`config.mk`:
```
export PLATFORM = sky130hd
export DESIGN_NAME = timer_counter_core_flat
export DESIGN_NICKNAME = d
export VERILOG_FILES = /design/src/rtl/timer_counter_if.sv /design/src/rtl/timer_counter_core.sv /design/src/flat_wrapper.sv
export SDC_FILE = /design/constraint.sdc
export NUM_CORES = 1
export LEC_CHECK = 0
export CAP_MARGIN = 20
export CORE_MARGIN = 1
export CORE_UTILIZATION = 25
export CTS_CLUSTER_DIAMETER = 100
export DETAILED_ROUTE_END_ITERATION = 10
export PLACE_DENSITY = 0.46
export SLEW_MARGIN = 20
export SYNTH_ARGS = -nofsm -noshare
export SYNTH_HDL_FRONTEND = slang
export SYNTH_SLANG_ARGS = --single-unit
```
`constraint.sdc`:
```
create_clock -name clk -period 1.76 [get_ports clk]
set_input_delay 0.264 -clock clk [delete_from_list [all_inputs] [get_ports clk]]
set_output_delay 0.264 -clock clk [all_outputs]
set_load 0.05 [all_outputs]
```
`src/rtl/timer_counter_if.sv`:
```
// -----------------------------------------------------------------------------
// timer_counter_if
// Control/status bundle between the timer's APB register block and
// timer_counter_core.
//
// Signals:
//   start_counter  reg block -> core  value loaded while load=1
//   load           reg block -> core  level; load start_counter every clk
//   up_down        reg block -> core  0 = up, 1 = down
//   enable         reg block -> core  run prescaler and counter
//   clk_sel        reg block -> core  tick period 2^(clk_sel+1) clks
//   clr_overflow   reg block -> core  one-clk pulse, clears overflow
//   clr_underflow  reg block -> core  one-clk pulse, clears underflow
//   cnt            core -> reg block  registered count
//   overflow       core -> reg block  sticky up-wrap flag
//   underflow      core -> reg block  sticky down-wrap flag
//   irq            core -> reg block  only when TIMER_CNT_IRQ_EN is defined
//
// Handshake: there is no valid/ready pairing on this bundle. Controls are
// levels sampled every clk edge, except the two clear inputs, which are
// single-cycle pulses acted on at the edge where they are high.
//
// Optional macro: TIMER_CNT_IRQ_EN adds the irq signal.
// -----------------------------------------------------------------------------
interface timer_counter_if #(
    parameter int CNT_W = 8
);
    logic [CNT_W-1:0] start_counter;
    logic             load;
    logic             up_down;
    logic             enable;
    logic [1:0]       clk_sel;
    logic             clr_overflow;
    logic             clr_underflow;
    logic [CNT_W-1:0] cnt;
    logic             overflow;
    logic             underflow;
`ifdef TIMER_CNT_IRQ_EN
    logic             irq;

    modport master (
        output start_counter, load, up_down, enable, clk_sel,
               clr_overflow, clr_underflow,
        input  cnt, overflow, underflow, irq
    );

    modport slave (
        input  start_counter, load, up_down, enable, clk_sel,
               clr_overflow, clr_underflow,
        output cnt, overflow, underflow, irq
    );
`else
    modport master (
        output start_counter, load, up_down, enable, clk_sel,
               clr_overflow, clr_underflow,
        input  cnt, overflow, underflow
    );

    modport slave (
        input  start_counter, load, up_down, enable, clk_sel,
               clr_overflow, clr_underflow,
        output cnt, overflow, underflow
    );
`endif
endinterface

```
`src/rtl/timer_counter_core.sv`:
```
// -----------------------------------------------------------------------------
// timer_counter_core
// CNT_W-bit up/down counter advanced by a prescaled tick derived from clk.
// Produces sticky overflow/underflow flags for the status register.
//
// Ports:
//   clk    system clock
//   rst_n  synchronous, active-low reset
//   bus    timer_counter_if.slave (controls in, cnt/flags out)
//
// Optional macro: TIMER_CNT_IRQ_EN adds a registered irq output that is
// the OR of the two flags' next values.
//
// Parameters:
//   CNT_W  counter width (wrap points are all-ones and zero)
//   PSC_W  prescaler width, at least 4 so the /16 tick exists
// -----------------------------------------------------------------------------
module timer_counter_core #(
    parameter int CNT_W = 8,
    parameter int PSC_W = 4
) (
    input  logic            clk,
    input  logic            rst_n,
    timer_counter_if.slave  bus
);

    logic [PSC_W-1:0] r_psc;
    logic [CNT_W-1:0] r_cnt;
    logic             r_overflow;
    logic             r_underflow;

    logic [PSC_W-1:0] w_mask;
    logic             w_run;
    logic             w_tick;
    logic             w_cnt_ones;
    logic             w_cnt_zero;
    logic             w_ovf_set;
    logic             w_unf_set;
    logic             w_ovf_next;
    logic             w_unf_next;

    // Low clk_sel+1 bits of psc that must all be ones for a tick.
    always_comb begin
        w_mask = '0;
        case (bus.clk_sel)
            2'd0:    w_mask = PSC_W'(4'b0001);
            2'd1:    w_mask = PSC_W'(4'b0011);
            2'd2:    w_mask = PSC_W'(4'b0111);
            default: w_mask = PSC_W'(4'b1111);
        endcase
    end

    // load forces the prescaler idle, so a load also restarts tick phase.
    assign w_run      = bus.enable & ~bus.load;
    assign w_tick     = w_run & ((r_psc & w_mask) == w_mask);
    assign w_cnt_ones = &r_cnt;
    assign w_cnt_zero = ~|r_cnt;

    assign w_ovf_set  = w_tick & ~bus.up_down & w_cnt_ones;
    assign w_unf_set  = w_tick &  bus.up_down & w_cnt_zero;

    // Set beats a same-edge clear so no wrap event is ever lost.
    assign w_ovf_next = w_ovf_set | (r_overflow  & ~bus.clr_overflow);
    assign w_unf_next = w_unf_set | (r_underflow & ~bus.clr_underflow);

    always_ff @(posedge clk) begin
        if (!rst_n) begin
            r_psc       <= '0;
            r_cnt       <= '0;
            r_overflow  <= 1'b0;
            r_underflow <= 1'b0;
        end else begin
            if (w_run) begin
                r_psc <= r_psc + PSC_W'(1);
            end else begin
                r_psc <= '0;
            end

            if (bus.load) begin
                r_cnt <= bus.start_counter;
            end else if (w_tick) begin
                // Natural modular wrap gives 0 / all-ones at the ends.
                if (bus.up_down) begin
                    r_cnt <= r_cnt - CNT_W'(1);
                end else begin
                    r_cnt <= r_cnt + CNT_W'(1);
                end
            end

            r_overflow  <= w_ovf_next;
            r_underflow <= w_unf_next;
        end
    end

    assign bus.cnt       = r_cnt;
    assign bus.overflow  = r_overflow;
    assign bus.underflow = r_underflow;

`ifdef TIMER_CNT_IRQ_EN
    logic r_irq;

    always_ff @(posedge clk) begin
        if (!rst_n) begin
            r_irq <= 1'b0;
        end else begin
            r_irq <= w_ovf_next | w_unf_next;
        end
    end

    assign bus.irq = r_irq;
`endif

endmodule

```
`src/flat_wrapper.sv`:
```
// flat-port wrapper written by rule: the top's interface ports become plain ports
module timer_counter_core_flat 
#(
    parameter int CNT_W = 8,
    parameter int PSC_W = 4
)
  (clk, rst_n, bus_start_counter, bus_load, bus_up_down, bus_enable, bus_clk_sel, bus_clr_overflow, bus_clr_underflow, bus_cnt, bus_overflow, bus_underflow);
  timer_counter_if #(.CNT_W(CNT_W)) bus_i ();
  input  logic clk;
  input  logic rst_n;
  input wire logic [$bits(bus_i.start_counter)-1:0] bus_start_counter;
  input wire logic [$bits(bus_i.load)-1:0] bus_load;
  input wire logic [$bits(bus_i.up_down)-1:0] bus_up_down;
  input wire logic [$bits(bus_i.enable)-1:0] bus_enable;
  input wire logic [$bits(bus_i.clk_sel)-1:0] bus_clk_sel;
  input wire logic [$bits(bus_i.clr_overflow)-1:0] bus_clr_overflow;
  input wire logic [$bits(bus_i.clr_underflow)-1:0] bus_clr_underflow;
  output wire logic [$bits(bus_i.cnt)-1:0] bus_cnt;
  output wire logic [$bits(bus_i.overflow)-1:0] bus_overflow;
  output wire logic [$bits(bus_i.underflow)-1:0] bus_underflow;
  assign bus_i.start_counter = bus_start_counter;
  assign bus_i.load = bus_load;
  assign bus_i.up_down = bus_up_down;
  assign bus_i.enable = bus_enable;
  assign bus_i.clk_sel = bus_clk_sel;
  assign bus_i.clr_overflow = bus_clr_overflow;
  assign bus_i.clr_underflow = bus_clr_underflow;
  assign bus_cnt = bus_i.cnt;
  assign bus_overflow = bus_i.overflow;
  assign bus_underflow = bus_i.underflow;
  timer_counter_core #(.CNT_W(CNT_W), .PSC_W(PSC_W)) u_core (.clk(clk), .rst_n(rst_n), .bus(bus_i));
endmodule
```
==> impl_metrics.yaml <==
clock_tree:
  clock_latency_ns: 0.24
  cts-buffers-inserted: 3
  hold_buffers: 0
  htreeDepth: 1
  cts_sinks: 14
  root_buffer: "clkbuf_8"
  cts_buffer_depth: 2
  cts_tree: "yes"
  cts.reportedPaths.clkPinSlew_ns: 0.06
final_layout:
  diodes: 0
  num-fill-cells: 379
  drive_above_1_share_pct: 40.4
  stdcell_count: 214
  num-nets-final: 192
  mostFrequentLayoutCells: "37 x buf_4, 16 x clkdlybuf4s50_1, 10 x nor2_1, 9 x nand2_1, 8 x inv_1"
  final_util_pct: 43.6
  layout_commonest_cell: "buf_4"
  syn2layout_area_growth_pct: 68.0
drt:
  drc: 0
  viasPerCell: 4.77
  wirelength_mm: 2.84
  detail-route-antenna-nets: 0
  first_pass_iters: 4
  wl_per_cell_um: 13.3
  first_iter_violations: 38
  dr_total_vias: 1021
timing:
  timing.final.setup_violations: 0
  rsz0062_at_grt: "yes"
  max_freq_mhz: 579
  finalCriticalPeriod_ns: 1.73
  report.final.hold_viol_count: 0
  relSlewSlack_pct: 67.2
  fin_crit_sh_pct: 98.2
  finalWorstSetupSlack_ns: 0.0325
  final_max_slew_viol_count: 0
  fin_skew_ns: 0.00191
  worst_pin_slew_ns: 0.490
power_and_ir_drop:
  power.total_mw: 0.995
  p_leak_nw: 0.672
  p_per_area_nw_per_um2: 623
  vdd_drop_max_mv: 0.328
die:
  die_h_um: 63.7
  die_w_um: 63.7
  initial_core_util_pct: 26.0
  io-pin-count: 27
  die_area_um2: 4050
  num_rows: 22
  core_um2: 3660
logic_synthesis:
  synth-edff-count: 0
  synthAdderAreaFrac_pct: 11.3
  synth_seq_cells: 14
  synth_sequential_area_ratio_pct: 29.5
  synth-compound-area-share_pct: 23.2
  synth_xor_area_share_pct: 5.53
  yosys_warnings: 0
  synthesis.area_um2: 951
  netlist_instances: 110
  synthFlopType: "dfxtp_1"
  synth_mux_area_share_pct: 0
  ys_types: 40
  async_reset_ff_share_pct: 0
  synth-simple-area-share_pct: 22.9
  syn_nets: 135
  synth_top_family_by_area: "compound AO/OA/AOI/OAI gates"
  syn_avg_cell_area_um2: 8.64
worst_setup_path:
  start_kind: "register"
  r2r_cells: 6
  crit_type: "reg2reg"
  timing.rr.start: "u_core.bus.cnt[1]$_SDFFE_PN0P_"
  worst-r2r-setup-slack_ns: 0.03
  worstPathArrival_ns: 1.90
  cp-end-kind: "register"
  required_ns: 1.93
  timing.rr.end: "u_core.bus.cnt[7]$_SDFFE_PN0P_"
  cp_max_fo: 4
place:
  dp_hpwl_mm: 2.24
  dp.cells: 207
  place_ws_ns: -0.595
  io_buffers: 26
  gp_congestion: 0.759
global_route:
  gr-usage-all-layers_pct: 15.0
  grt_pass1_vias: 1032
  grt_first_pass_wirelength_mm: 4.71
  grt_max_degree: 13
  grt-ovfl-total: 0
  antenna_found_initial: 0
worst_hold_path:
  whs_endpoint: "u_core.bus.underflow$_SDFF_PN0_"
  hp-start: "u_core.bus.underflow$_SDFF_PN0_"
  hold_depth: 2
  hold_path_class: "reg2reg"
outcome:
  run_status: "completed"
flow_run:
  drv_cap: 0
-- metrics by stage --
step / hold slack [ns] / instance area (um2) / TNS, ns
2_1_floorplan: 0.399 / 1010 / -0.0185
3_3_place_gp: 0.457 / 1470 / -2.29
3_5_place_dp: 0.467 / 1470 / -2.46
4_1_cts: 0.476 / 1550 / 0
5_1_grt: 0.490 / 1600 / -0.103
6_report: 0.475 / 1600 / 0
-- metal layers --
layer | vias to the layer above | part of all wire (%) | global-route usage [%]
li1 | 516 | - | -
met1 | 473 | 46 | 19.9
met2 | 28 | 48 | 24.2
met3 | 4 | 5.3 | 2.90
met4 | 0 | 1.1 | 4.26
met5 | - | 0 | 0
-- registers in the layout, indices dropped and copies added (netlist names) --
register	cells
u_core.bus.cnt	8
u_core.bus.underflow	1
u_core.r_psc	4
u_core.bus.overflow	1
-- worst max-delay path, stage by stage, from the launching register on --
cell and delay (ns):
dfxtp_4 0.36, ha_4 0.27, a211oi_4 0.06, o31ai_2 0.25, a31oi_1 0.15, or4b_4 0.50
o211ai_2 0.07
-- Yosys cell counts (2+ instances only) --
cell	count	area [um2]
a21o_1	2	15.0
a21oi_1	3	15.0
a31oi_1	2	12.5
clkbuf_8	2	27.5
dfxtp_1	14	280
ha_1	7	87.6
inv_1	9	33.8
nand2_1	9	33.8
nand3_1	7	35.0
nand4_1	4	25.0
nor2_1	11	41.3
nor3_1	2	10.0
nor4_1	2	12.5
o21a_1	3	22.5
o21ai_0	2	10.0
o221ai_1	3	26.3
xnor2_1	3	26.3
xor2_1	3	26.3
-- cells by family (layout without fill, tap and decap cells) --
kind of cell / after synthesis / in the layout
compound gates: 27 / 27
flops: 14 / 14
xor+xnor: 6 / 6
simple gates: 43 / 43
buf+inv: 12 / 68
fa+ha+maj: 8 / 8
-- worst max-delay path by stage --
stage                                               from                        endpoint  cells past startpoint  slack [ns]
after floorplan           u_core.bus.cnt[1]$_SDFFE_PN0P_  u_core.bus.cnt[7]$_SDFFE_PN0P_                      6       -0.02
after global placement                       bus_up_down  u_core.bus.cnt[6]$_SDFFE_PN0P_                      7       -0.54
after detailed placement                     bus_up_down  u_core.bus.cnt[6]$_SDFFE_PN0P_                      8       -0.60
after CTS                 u_core.bus.cnt[1]$_SDFFE_PN0P_  u_core.bus.cnt[6]$_SDFFE_PN0P_                      7       0.002
after global routing      u_core.bus.cnt[1]$_SDFFE_PN0P_  u_core.bus.cnt[7]$_SDFFE_PN0P_                      6       -0.05
final                     u_core.bus.cnt[1]$_SDFFE_PN0P_  u_core.bus.cnt[7]$_SDFFE_PN0P_                      6        0.03
-- layout make-up --
| type | instances | area [um2] | area share (%) |
|---|---|---|---|
| multi-input cells | 84 | 693 | 43.4 |
| repair buffers | 55 | 454 | 28.4 |
| flip-flops and latches | 14 | 302 | 18.9 |
| well taps | 48 | 60.1 | 3.76 |
| clock buffers | 4 | 55.1 | 3.45 |
| inverters | 9 | 33.8 | 2.11 |
-- power breakdown --
group	leakage, nW	internal [mW]	switching [mW]
combinational	0.525	0.174	0.162
sequential	0.119	0.328	0.0167
clock	0.0288	0.198	0.117
-- timing repair --
action                                  CTS  global route
pin swaps                                 5             5
buffers inserted                          1             2
endpoints found under the setup margin    5             2
gates resized for setup                   6             7
No activity file was read; power rests on OpenSTA's default activity.
